==> src/rtl/ahb_lite_master_if.sv <==
// ahb_lite_master_if
// Single-port AHB-Lite initiator. A valid/ready command stream is turned into
// AHB-Lite SINGLE transfers using a two-stage pipeline: the address-phase
// (AP) register drives HADDR/HTRANS/HWRITE/HSIZE, and the data-phase (DP)
// register drives HWDATA and tracks the transfer whose response is pending.
// Exactly one in-order response pulse is produced per accepted command.

module ahb_lite_master_if #(
  parameter int          AHB_ADDR_WIDTH = 32,
  parameter int          AHB_DATA_WIDTH = 32,
  parameter logic [3:0]  HPROT_VAL      = 4'b0011
) (
  input  logic                      clk,
  input  logic                      rst,
  // command side
  input  logic                      cmd_valid,
  output logic                      cmd_ready,
  input  logic                      cmd_write,
  input  logic [AHB_ADDR_WIDTH-1:0] cmd_addr,
  input  logic [2:0]                cmd_size,
  input  logic [AHB_DATA_WIDTH-1:0] cmd_wdata,
  // response side
  output logic                      rsp_valid,
  output logic [AHB_DATA_WIDTH-1:0] rsp_rdata,
  output logic                      rsp_err,
  output logic                      busy,
  // AHB-Lite master side
  output logic [AHB_ADDR_WIDTH-1:0] haddr,
  output logic [1:0]                htrans,
  output logic                      hwrite,
  output logic [2:0]                hsize,
  output logic [2:0]                hburst,
  output logic [3:0]                hprot,
  output logic                      hmastlock,
  output logic [AHB_DATA_WIDTH-1:0] hwdata,
  input  logic [AHB_DATA_WIDTH-1:0] hrdata,
  input  logic                      hready,
  input  logic                      hresp
);

  localparam logic [1:0] HTRANS_IDLE   = 2'b00;
  localparam logic [1:0] HTRANS_NONSEQ = 2'b10;
  localparam logic [2:0] HSIZE_WORD    = 3'b010;

  // Force the low 'sz' address bits to zero so every transfer is size-aligned.
  function automatic logic [AHB_ADDR_WIDTH-1:0] align_addr(
    input logic [AHB_ADDR_WIDTH-1:0] a,
    input logic [2:0]                sz
  );
    logic [AHB_ADDR_WIDTH-1:0] r;
    r = a;
    for (int i = 0; i < 7; i++) begin
      if (i < AHB_ADDR_WIDTH) begin
        r[i] = (i < int'(sz)) ? 1'b0 : a[i];
      end else begin
        r = r;
      end
    end
    return r;
  endfunction

  // Read data is returned only for reads; writes report all-zero data.
  function automatic logic [AHB_DATA_WIDTH-1:0] select_rdata(
    input logic                      was_write,
    input logic [AHB_DATA_WIDTH-1:0] rd
  );
    return was_write ? {AHB_DATA_WIDTH{1'b0}} : rd;
  endfunction

  // address-phase stage
  logic                      ap_vld_r;
  logic [AHB_ADDR_WIDTH-1:0] ap_addr_r;
  logic                      ap_write_r;
  logic [2:0]                ap_size_r;
  logic [AHB_DATA_WIDTH-1:0] ap_wdata_r;

  // data-phase stage
  logic                      dp_vld_r;
  logic                      dp_write_r;
  logic [AHB_DATA_WIDTH-1:0] dp_wdata_r;

  // response registers
  logic                      rsp_valid_r;
  logic [AHB_DATA_WIDTH-1:0] rsp_rdata_r;
  logic                      rsp_err_r;

  logic                      accept_s;
  logic                      complete_s;

  // The AP slot can take a command when empty, or when its current occupant
  // is moving into the data phase on this edge.
  assign cmd_ready  = ~ap_vld_r | hready;
  assign accept_s   = cmd_valid & cmd_ready;
  assign complete_s = dp_vld_r & hready;

  // Address-phase register: load on accept, drain into DP when HREADY is high,
  // otherwise hold so HADDR/HWRITE/HSIZE stay stable through wait states.
  always_ff @(posedge clk) begin
    if (rst) begin
      ap_vld_r   <= 1'b0;
      ap_addr_r  <= {AHB_ADDR_WIDTH{1'b0}};
      ap_write_r <= 1'b0;
      ap_size_r  <= HSIZE_WORD;
      ap_wdata_r <= {AHB_DATA_WIDTH{1'b0}};
    end else if (accept_s) begin
      ap_vld_r   <= 1'b1;
      ap_addr_r  <= align_addr(cmd_addr, cmd_size);
      ap_write_r <= cmd_write;
      ap_size_r  <= cmd_size;
      ap_wdata_r <= cmd_wdata;
    end else if (hready) begin
      ap_vld_r   <= 1'b0;
    end else begin
      ap_vld_r   <= ap_vld_r;
    end
  end

  // Data-phase register: takes the AP contents when the address phase
  // completes; HWDATA keeps its last value once the data phase is over.
  always_ff @(posedge clk) begin
    if (rst) begin
      dp_vld_r   <= 1'b0;
      dp_write_r <= 1'b0;
      dp_wdata_r <= {AHB_DATA_WIDTH{1'b0}};
    end else if (hready && ap_vld_r) begin
      dp_vld_r   <= 1'b1;
      dp_write_r <= ap_write_r;
      dp_wdata_r <= ap_wdata_r;
    end else if (hready) begin
      dp_vld_r   <= 1'b0;
    end else begin
      dp_vld_r   <= dp_vld_r;
    end
  end

  // Response register: one-cycle pulse after each completed data phase,
  // capturing HRESP and (for reads) HRDATA; data/error hold otherwise.
  always_ff @(posedge clk) begin
    if (rst) begin
      rsp_valid_r <= 1'b0;
      rsp_rdata_r <= {AHB_DATA_WIDTH{1'b0}};
      rsp_err_r   <= 1'b0;
    end else if (complete_s) begin
      rsp_valid_r <= 1'b1;
      rsp_rdata_r <= select_rdata(dp_write_r, hrdata);
      rsp_err_r   <= hresp;
    end else begin
      rsp_valid_r <= 1'b0;
    end
  end

  // bus outputs come straight from the stage registers
  assign haddr     = ap_addr_r;
  assign htrans    = ap_vld_r ? HTRANS_NONSEQ : HTRANS_IDLE;
  assign hwrite    = ap_write_r;
  assign hsize     = ap_size_r;
  assign hburst    = 3'b000;
  assign hprot     = HPROT_VAL;
  assign hmastlock = 1'b0;
  assign hwdata    = dp_wdata_r;

  assign rsp_valid = rsp_valid_r;
  assign rsp_rdata = rsp_rdata_r;
  assign rsp_err   = rsp_err_r;
  assign busy      = ap_vld_r | dp_vld_r;

endmodule

==> config.mk <==
export PLATFORM = sky130hd
export DESIGN_NAME = ahb_lite_master_if
export DESIGN_NICKNAME = d
export VERILOG_FILES = /design/src/rtl/ahb_lite_master_if.sv
export SDC_FILE = /design/constraint.sdc
export NUM_CORES = 1
export LEC_CHECK = 0
export CORE_UTILIZATION = 36
export CTS_CLUSTER_DIAMETER = 120
export DETAILED_ROUTE_END_ITERATION = 8
export GPL_ROUTABILITY_DRIVEN = 0
export PLACE_DENSITY = 0.73
export SYNTH_ARGS = -nofsm -noshare
export SYNTH_HDL_FRONTEND = slang
export SYNTH_SLANG_ARGS = --single-unit
==> constraint.sdc <==
create_clock -name clk -period 1.06 [get_ports clk]
set_input_delay 0.212 -clock clk [delete_from_list [all_inputs] [get_ports clk]]
set_output_delay 0.212 -clock clk [all_outputs]
set_load 0.005 [all_outputs]
==> results of run 1 <==
==> kinds of logic (layout without fill, tap and decap cells) <==
group           Yosys count  after routing
flops                   137            137
compound gates          205            205
buf+inv                  66            319
other cells               2              9
simple gates            151            151
==> power groups by stage <==
stage,sequential (W),clock (W),combinational [W]
final,0.00548,0.00511,0.00193
after detailed placement,0.00555,0,0.00137
after floorplan,0.00555,0,0.000521
after global routing,0.00550,0.00545,0.00204
after CTS,0.00547,0.00519,0.00157
after global placement,0.00554,0,0.00134
==> synth_stat cells <==
master	count	area (µm²)
nand3b_1	1	7.51
a22o_1	32	280
nand4_1	6	37.5
inv_2	2	7.51
nor2_1	2	7.51
dfxtp_1	137	2740
nand3_1	63	315
conb_1	2	7.51
a21oi_1	104	521
buf_2	22	110
o21ai_1	6	30.0
nor2b_1	2	12.5
and2_1	1	6.26
nand4b_1	1	8.76
nor2b_4	1	13.8
nand2b_1	1	6.26
buf_1	1	3.75
nand2_1	71	267
clkbuf_1	23	86.3
buf_4	18	135
o21ai_0	63	315
nor3_4	1	16.3
or2_2	1	6.26
==> layer usage <==
metal  vias up  share of wire, %  global-route usage [%]
met3        38               8.5                    8.33
li1       2464                 -                       -
met5         -                 0                       0
met4         0               2.5                    10.2
met1      2564                39                    28.1
met2       255                50                    40.4
==> timing repair <==
item	CTS	global route
resized for setup	630	159
endpoints found under the setup margin	239	229
pin swaps	56	80
buffers inserted	26	13
gates cloned	10	4
==> path summary, 6_finish.rpt <==
check                           depth (start not counted)                     endpoint                        start
worst max-delay path                                    2                         busy        ap_vld_r$_SDFFE_PP0P_
worst min register to register                          2      hwdata[24]$_SDFFE_PP0P_  ap_wdata_r[24]$_SDFFE_PP0P_
worst max register to register                          7  ap_wdata_r[17]$_SDFFE_PP0P_        ap_vld_r$_SDFFE_PP0P_
worst min-delay path                                    2        dp_vld_r$_SDFFE_PP0P_                          rst
==> layout by cell type (no fill, tap or decap), types with 2 or more instances in the layout <==
master | synthesis | layout
dfxtp_1 | 137 | 34
o21ai_0 | 63 | 45
dfxtp_2 | 0 | 102
o21ai_1 | 6 | 20
nor2_1 | 2 | 2
buf_12 | 0 | 13
nor2b_1 | 2 | 2
nand2_1 | 71 | 70
buf_16 | 0 | 8
clkbuf_16 | 0 | 21
nand3_2 | 0 | 22
o21ai_2 | 0 | 4
a22o_1 | 32 | 32
buf_4 | 18 | 42
conb_1 | 2 | 9
clkinv_2 | 0 | 4
a21oi_1 | 104 | 46
clkbuf_1 | 23 | 7
nand3_1 | 63 | 4
inv_2 | 2 | 2
nand4_1 | 6 | 6
a21oi_2 | 0 | 57
clkbuf_8 | 0 | 2
buf_2 | 22 | 52
nand3_4 | 0 | 37
buf_8 | 0 | 2
buf_6 | 0 | 63
clkdlybuf4s50_1 | 0 | 101
==> state kept, by name, summed over array words and instances (netlist names), 3 cells and up <==
name	count
ap_wdata_r	32
haddr	32
hsize	3
hwdata	32
rsp_rdata	32
==> worst max-delay path: cells and delay by family, from the launching register on <==
| kind | cells | cell delay (ns) |
|---|---|---|
| DFF | 1 | 0.36 |
| and+or+nand+nor | 1 | 0.23 |
| buffers and inverters | 1 | 0.12 |
==> per-stage QoR <==
step	cell area (µm²)	setup slack [ns]	total power, W	TNS (ns)	hold WS (ns)
finish	9260	-0.269	0.0125	-20.14	0.0856
global route	9260	-0.309	0.0130	-28.35	0.0796
CTS	8370	-0.294	0.0122	-22.48	0.0696
detailed placement	7290	-0.592	0.00692	-71.29	0.440
global placement	7290	-0.552	0.00689	-64.93	0.432
floorplan	4980	0.00904	0.00607	0	0.338
==> layout make-up <==
| type | instances | area (µm²) | area share [%] |
|---|---|---|---|
| Tap cell | 176 | 220 | 2.38 |
| Clock inverter | 4 | 20.0 | 0.216 |
| Inverter | 2 | 7.51 | 0.0811 |
| Clock buffer | 26 | 479 | 5.18 |
| Multi-Input combinational cell | 365 | 2710 | 29.3 |
| Timing Repair Buffer | 287 | 2950 | 31.8 |
| Sequential cell | 137 | 2870 | 31.0 |
==> flow_summary.ini, run 1 <==
[timing]
fin_ws_ns = -0.269
clock_skew_ns = 0.00704
worst_slew_pin_slew_ns = 0.526
finalSetupViolCount = 140
slew_violations = 0
rsz0062_at_grt = true
slew_headroom_pct = 64.9
fmax_mhz = 752
timing.final.crit_share_pct = 125
final_hold_viol_count = 0
min_period_ns = 1.33

[yosys]
synth.distinct_cells = 23
synth_xor_area_share_pct = 0
yosysWarnings = 0
synth_compound_gate_area_share_pct = 23.2
yosys.area_share.simple_pct = 14.2
synthMuxAreaShare_pct = 0
synth_seq_cells = 137
syn_inst = 561
synthAdderAreaFrac_pct = 0
ys_seq_area_share_pct = 55.5
syn_avg_cell_area_um2 = 8.81
synth_top_family_by_area = compound AO/OA/AOI/OAI gates
synthesis.area_mm2 = 0.00494

[global_routing]
grt_overflow_total = 0
grt_pass1_wl_mm = 26.6
grt_antenna_before_repair = 0
grt.total_usage_pct = 24.2
grt_max_degree = 52
first_global_vias = 5145

[pwr]
netSwitchingFraction_pct = 24.2
p_clk_share_pct = 40.8
share_comb_of_total_power_pct = 15.4
p_int_w = 0.00949
netSwitchingPower_w = 0.00304
seq_power_share_pct = 43.8
ir_drop_uv = 885
powerDensity_mw_per_mm2 = 1350
cellLeakagePower_nw = 3.63

[worst_setup_path]
cp.arrival_ns = 1.12
path_class = register to primary output
cpMaxStageDelayCell = dfxtp_4
crit_required_ns = 0.85
endpoint_kind = primary output
timing.critical_path.slowest_cell_delay_ns = 0.36
start_kind = register
cp_max_fo = 5
crit_path_cell_trace = or2_4, buf_6
regToRegSetupSlack_ns = -0.27

[routing]
drt_iter0_drc = 248
routedWlPerCell_um = 18.8
drt_wl_total_mm = 18.8
drtPass1Iterations = 4
drc = 0
routed-via-count = 5321
drtAntennaViolNets = 0
avgViaCountPerCell = 5.34

[clock_tree]
hold_buffers = 0
clock_latency_ns = 0.41
htree_levels = 4
cts_sinks = 137
cts_tree = yes
clk_pin_slew_worst_paths_ns = 0.05
cts_buffer_depth = 2
clockRootBuffer = clkbuf_16
cts_buffers = 17

[cells_and_area]
drive_gt1_share_pct = 53.3
nFillCells = 937
fin_util_pct = 69.6
diodes = 0
area_growth_pct = 87.2
nets = 915
fin_cells = 997

[floorplan]
die_w_um = 119
core_mm2 = 0.0133
pin_count = 219
dieArea_mm2 = 0.0142
die_y_um = 119
rows = 42
start_util_pct = 37.2

[place]
dpl.hpwl_mm = 10.2
io_buffers = 209
dp_cells = 918

[run_status]
violations = setup timing
status = finished, violations left

[flow_run]
max_cap_viol_count = 0

[worst_hold_path]
min_path_type = input pin to register
No activity file was read; power rests on OpenSTA's default activity.
==> run 2: changes to the inputs <==
--- a/config.mk
+++ b/config.mk
@@ -9,7 +9,8 @@
 export CTS_CLUSTER_DIAMETER = 120
 export DETAILED_ROUTE_END_ITERATION = 8
 export GPL_ROUTABILITY_DRIVEN = 0
-export PLACE_DENSITY = 0.73
+export PLACE_DENSITY = 0.84
+export SETUP_SLACK_MARGIN = 0.3
 export SYNTH_ARGS = -nofsm -noshare
 export SYNTH_HDL_FRONTEND = slang
 export SYNTH_SLANG_ARGS = --single-unit
==> run 2 against run 1 <==
Effect of this change: the run still ends with setup timing left; setup slack worse by 0.13 ns; clock skew about the same; critical path depth is 3 higher; worst hold slack better by 0.15 ns; non-clock buffer count is 23 lower; first-iteration DRC count rose by 2.8%; flip-flop and latch count unchanged; clock power rose by 20%; cell count decreased by 2.1%; utilization fell by 6.5 points; fmax decreased by 9.1%; largest cell class is now registers; highest routed layer unchanged.
==> flow_summary.ini, run 2 (synthesis results as in run 1) <==
[timing]
rsz0062_at_grt = true
final_hold_viol_count = 0
fmax_mhz = 684
slew_violations = 0
fin_ws_ns = -0.402
finalSetupViolCount = 167
min_period_ns = 1.46
clock_skew_ns = 0.00736
fin_tns_setup_ns = -25.07
timing.final.crit_share_pct = 138

[clock_tree]
cts_buffer_depth = 2
clock_latency_ns = 0.42
cts_sinks = 137
clk_pin_slew_worst_paths_ns = 0.06
hold_buffers = 0
clockRootBuffer = clkbuf_16
cts_tree = yes
htree_levels = 4
cts_buffers = 17

[routing]
drc = 0
drtAntennaViolNets = 0
drtPass1Iterations = 6
drt_iter0_drc = 255
routed-via-count = 5088
drt_wl_total_mm = 17.5
avgViaCountPerCell = 5.21
routedWlPerCell_um = 18.0

[cells_and_area]
final_area_mm2 = 0.00839
mostFrequentLayoutCells = dfxtp_2 (102), clkdlybuf4s50_1 (102), a21oi_1 (94)
fin_util_pct = 63.1
nFillCells = 1080
diodes = 0
drive_gt1_share_pct = 40.1
area_growth_pct = 69.7
nets = 892
fin_cells = 976

[run_status]
violations = setup timing
status = finished, violations left

[global_routing]
grt.total_usage_pct = 24.5
grt_max_degree = 55
grt_overflow_total = 0
grt_antenna_before_repair = 0
grt_pass1_wl_mm = 26.5
first_global_vias = 4876

[worst_setup_path]
cp.arrival_ns = 1.79
path_class = register to register
endpoint_kind = register
cpMaxStageDelayCell = dfxtp_4
crit_path_cell_trace = nor2b_4, buf_6, bufbuf_16, o21ai_0, a21oi_1
timing.critical_path.slowest_cell_delay_ns = 0.36
start_kind = register
cp_max_fo = 17
crit_required_ns = 1.38

[place]
io_buffers = 209
dpl.hpwl_mm = 9.90
dp_cells = 918
dp_slack_ns = -0.737
place_area_mm2 = 0.00729

[floorplan]
rows = 42
die_w_um = 119
die_y_um = 119
start_util_pct = 37.2
pin_count = 219
dieArea_mm2 = 0.0142
core_mm2 = 0.0133

[worst_hold_path]
min_path_type = input pin to register

[pwr]
ir_drop_uv = 1400
cellLeakagePower_nw = 3.45
powerDensity_mw_per_mm2 = 1570

[flow_run]
max_cap_viol_count = 0
-- run 2: worst paths after layout --
kind	startpoint	endpoint	slack (ns)	cells past startpoint
setup / recovery	ap_vld_r$_SDFFE_PP0P_	hsize[2]$_SDFFE_PP0P_	-0.40	5
hold / removal	rst	hwdata[22]$_SDFFE_PP0P_	0.23	3
setup reg to reg	ap_vld_r$_SDFFE_PP0P_	hsize[2]$_SDFFE_PP0P_	-0.40	5
hold reg to reg	ap_wdata_r[15]$_SDFFE_PP0P_	hwdata[15]$_SDFFE_PP0P_	0.43	2
-- run 2: what timing repair did --
item                                    in CTS  in global routing
buffers inserted                            16                  0
gates cloned                                 8                  2
pin swaps                                    0                  6
resized for setup                          573                 32
endpoints found under the setup margin     242                242
-- run 2: metal layers --
metal / wire [µm] / global-route usage [%]
met5: 0 / 0
met2: 8470 / 41.6
met4: 341 / 8.07
met1: 6820 / 28.2
met3: 1910 / 9.24
-- run 2: stage by stage --
| stage | hold slack, ns | total power, W |
|---|---|---|
| after floorplan | 0.333 | 0.00610 |
| after global placement | 0.433 | 0.00691 |
| after detailed placement | 0.438 | 0.00693 |
| after CTS | 0.213 | 0.0132 |
| after global routing | 0.217 | 0.0137 |
| final | 0.232 | 0.0132 |
-- run 2: layout make-up --
cell class / count / area, µm² / area share [%]
multi-input combinational: 365 / 1980 / 23.7
tap: 176 / 220 / 2.62
sequential: 137 / 2870 / 34.3
clock buffer: 22 / 484 / 5.77
clock inverter: 10 / 140 / 1.67
timing repair buffer: 264 / 2680 / 31.9
inverter: 2 / 10.0 / 0.119
-- run 2: worst max-delay path, delay by kind of cell, from the launching register on --
family          cells  cell delay (ns)
compound gates      2             0.35
buf+inv             2             0.48
simple gates        1             0.18
flops               1             0.36
-- run 2: power by group --
| group | leakage [nW] | internal (W) | switching (W) |
|---|---|---|---|
| logic | 1.99 | 0.000904 | 0.000687 |
| registers | 1.16 | 0.00537 | 0.000103 |
| clock network | 0.299 | 0.00395 | 0.00217 |
| total | 3.45 | 0.0102 | 0.00296 |
==> edit (config.mk and constraints of run 1) <==
The parameter `AHB_ADDR_WIDTH` goes from 32 to 48.
--- a/src/rtl/ahb_lite_master_if.sv
+++ b/src/rtl/ahb_lite_master_if.sv
@@ -6,7 +6,7 @@
 // Exactly one in-order response pulse is produced per accepted command.
 
 module ahb_lite_master_if #(
-  parameter int          AHB_ADDR_WIDTH = 32,
+  parameter int          AHB_ADDR_WIDTH = 48,
   parameter int          AHB_DATA_WIDTH = 32,
   parameter logic [3:0]  HPROT_VAL      = 4'b0011
 ) (
Ports: changed (resized cmd_addr and haddr); port bits go from 219 to 251. No check against the original RTL was run, so the function may have changed too.
==> edit against run 1 <==
The flow still finishes with violations (setup timing); clock skew up 0.0013 ns; sequential power up 12%; critical path type unchanged; power up 16%; via count up 8.3%; final area up 8.6%; area after synthesis up 12%; largest cell class unchanged; sequential cell count up 16; setup slack better by 0.0052 ns; wire length up 7.8%; first-iteration DRC count up 5.6%.
==> edit: results <==
run_status:
  run_status: "finished with violations"
  violations: "setup timing"
final_layout:
  multi_input_comb_cells: 413
  total_of_fill_cells_in_the_finished_design: 1087
  drive_gt1_frac: 0.494
  nets: 1016
  clock_cell_area_share: 0.0607
  buf_share: 0.323
  sh_seq_area: 0.320
  area_of_combinational_cells_with_multiple_inputs_mm2: 0.00274
  layout.cells.non_filler: 1093
synthesis:
  commonest_cells_in_the_netlist: "dfxtp_1, a21oi_1, o21ai_0, nand3_1, nand2_1"
  synthTopCellsByArea: "dfxtp_1, a21oi_1, o21ai_0"
grt:
  grt_pass1_wl_um: 29000
  groute.usage.overall: 0.231
timing:
  fin_tns_setup_ns: -25.31
  fin_worst_skew_ns: 0.00833
  worst_hold_slack_ns: 0.0789
  post-route-worst-setup-slack_ns: -0.264
  setup-violations-final: 197
place:
  placed_cell_area_mm2: 0.00819
  portBuffers: 241
  hpwlAfterDp_um: 11000
  dpl.cell_count: 1022
power_and_ir_drop:
  power.ir.vdd_worst_mv: 1.13
  p_leak_nw: 3.98
  power.net_switching_mw: 3.46
route:
  detail_route.iter0.violations: 262
  via_per_inst: 5.27
  wl_per_cell_um: 18.5
setup_path:
  capturing_point_of_the_worst_reg2reg_path: "haddr[15]"
  rr_worst_depth: 5
[edit: cell types whose count changed after synthesis]
cell	change
buf_2	-8
clkbuf_2	+4
o21ai_0	+22
buf_4	+3
clkbuf_1	+10
a21oi_1	+16
nand3_1	+16
dfxtp_1	+16
o21ai_1	-6
[edit: worst min-delay path by stage]
stage	startpoint	to	cells after the start
6_report	rst	rsp_err	2
3_3_place_gp	ap_wdata_r[9]	hwdata[9]	2
4_1_cts	rst	rsp_err	2
3_5_place_dp	ap_wdata_r[6]	hwdata[6]	2
5_1_grt	rst	rsp_err	2
2_1_floorplan	hrdata[10]	rsp_rdata[10]	1
[edit: power groups by stage]
| stage | combinational [mW] | clock, mW | sequential [mW] |
|---|---|---|---|
| floorplan | 0.608 | 0 | 6.22 |
| global placement | 1.61 | 0 | 6.21 |
| finish | 2.08 | 6.34 | 6.14 |
| detailed placement | 1.62 | 0 | 6.21 |
| CTS | 1.76 | 6.40 | 6.13 |
| global route | 2.21 | 6.67 | 6.17 |
[edit: metal layers]
layer / share of wire / up-vias / global-route usage
li1: - / 2740 / -
met1: 0.40 / 2741 / 0.269
met2: 0.49 / 249 / 0.384
met3: 0.089 / 33 / 0.0973
met4: 0.021 / 0 / 0.0702
met5: 0 / - / 0
[edit: timing repair]
item / CTS / global route
gates cloned: 7 / 10
gates resized for setup: 723 / 123
endpoints found under the setup margin: 270 / 271
setup buffers: 16 / 9
pin swaps: 63 / 74
[edit: cell families after synthesis]
logic type             count (synthesis)
buffers and inverters                 75
other                                  2
DFF                                  153
and+or+nand+nor                      167
AOI/OAI and AO/OA                    237
[edit: worst max-delay path, cell delays in order, from the launching register on]
cell     delay, ns
dfxtp_2       0.33
or2_4         0.26
buf_6         0.12
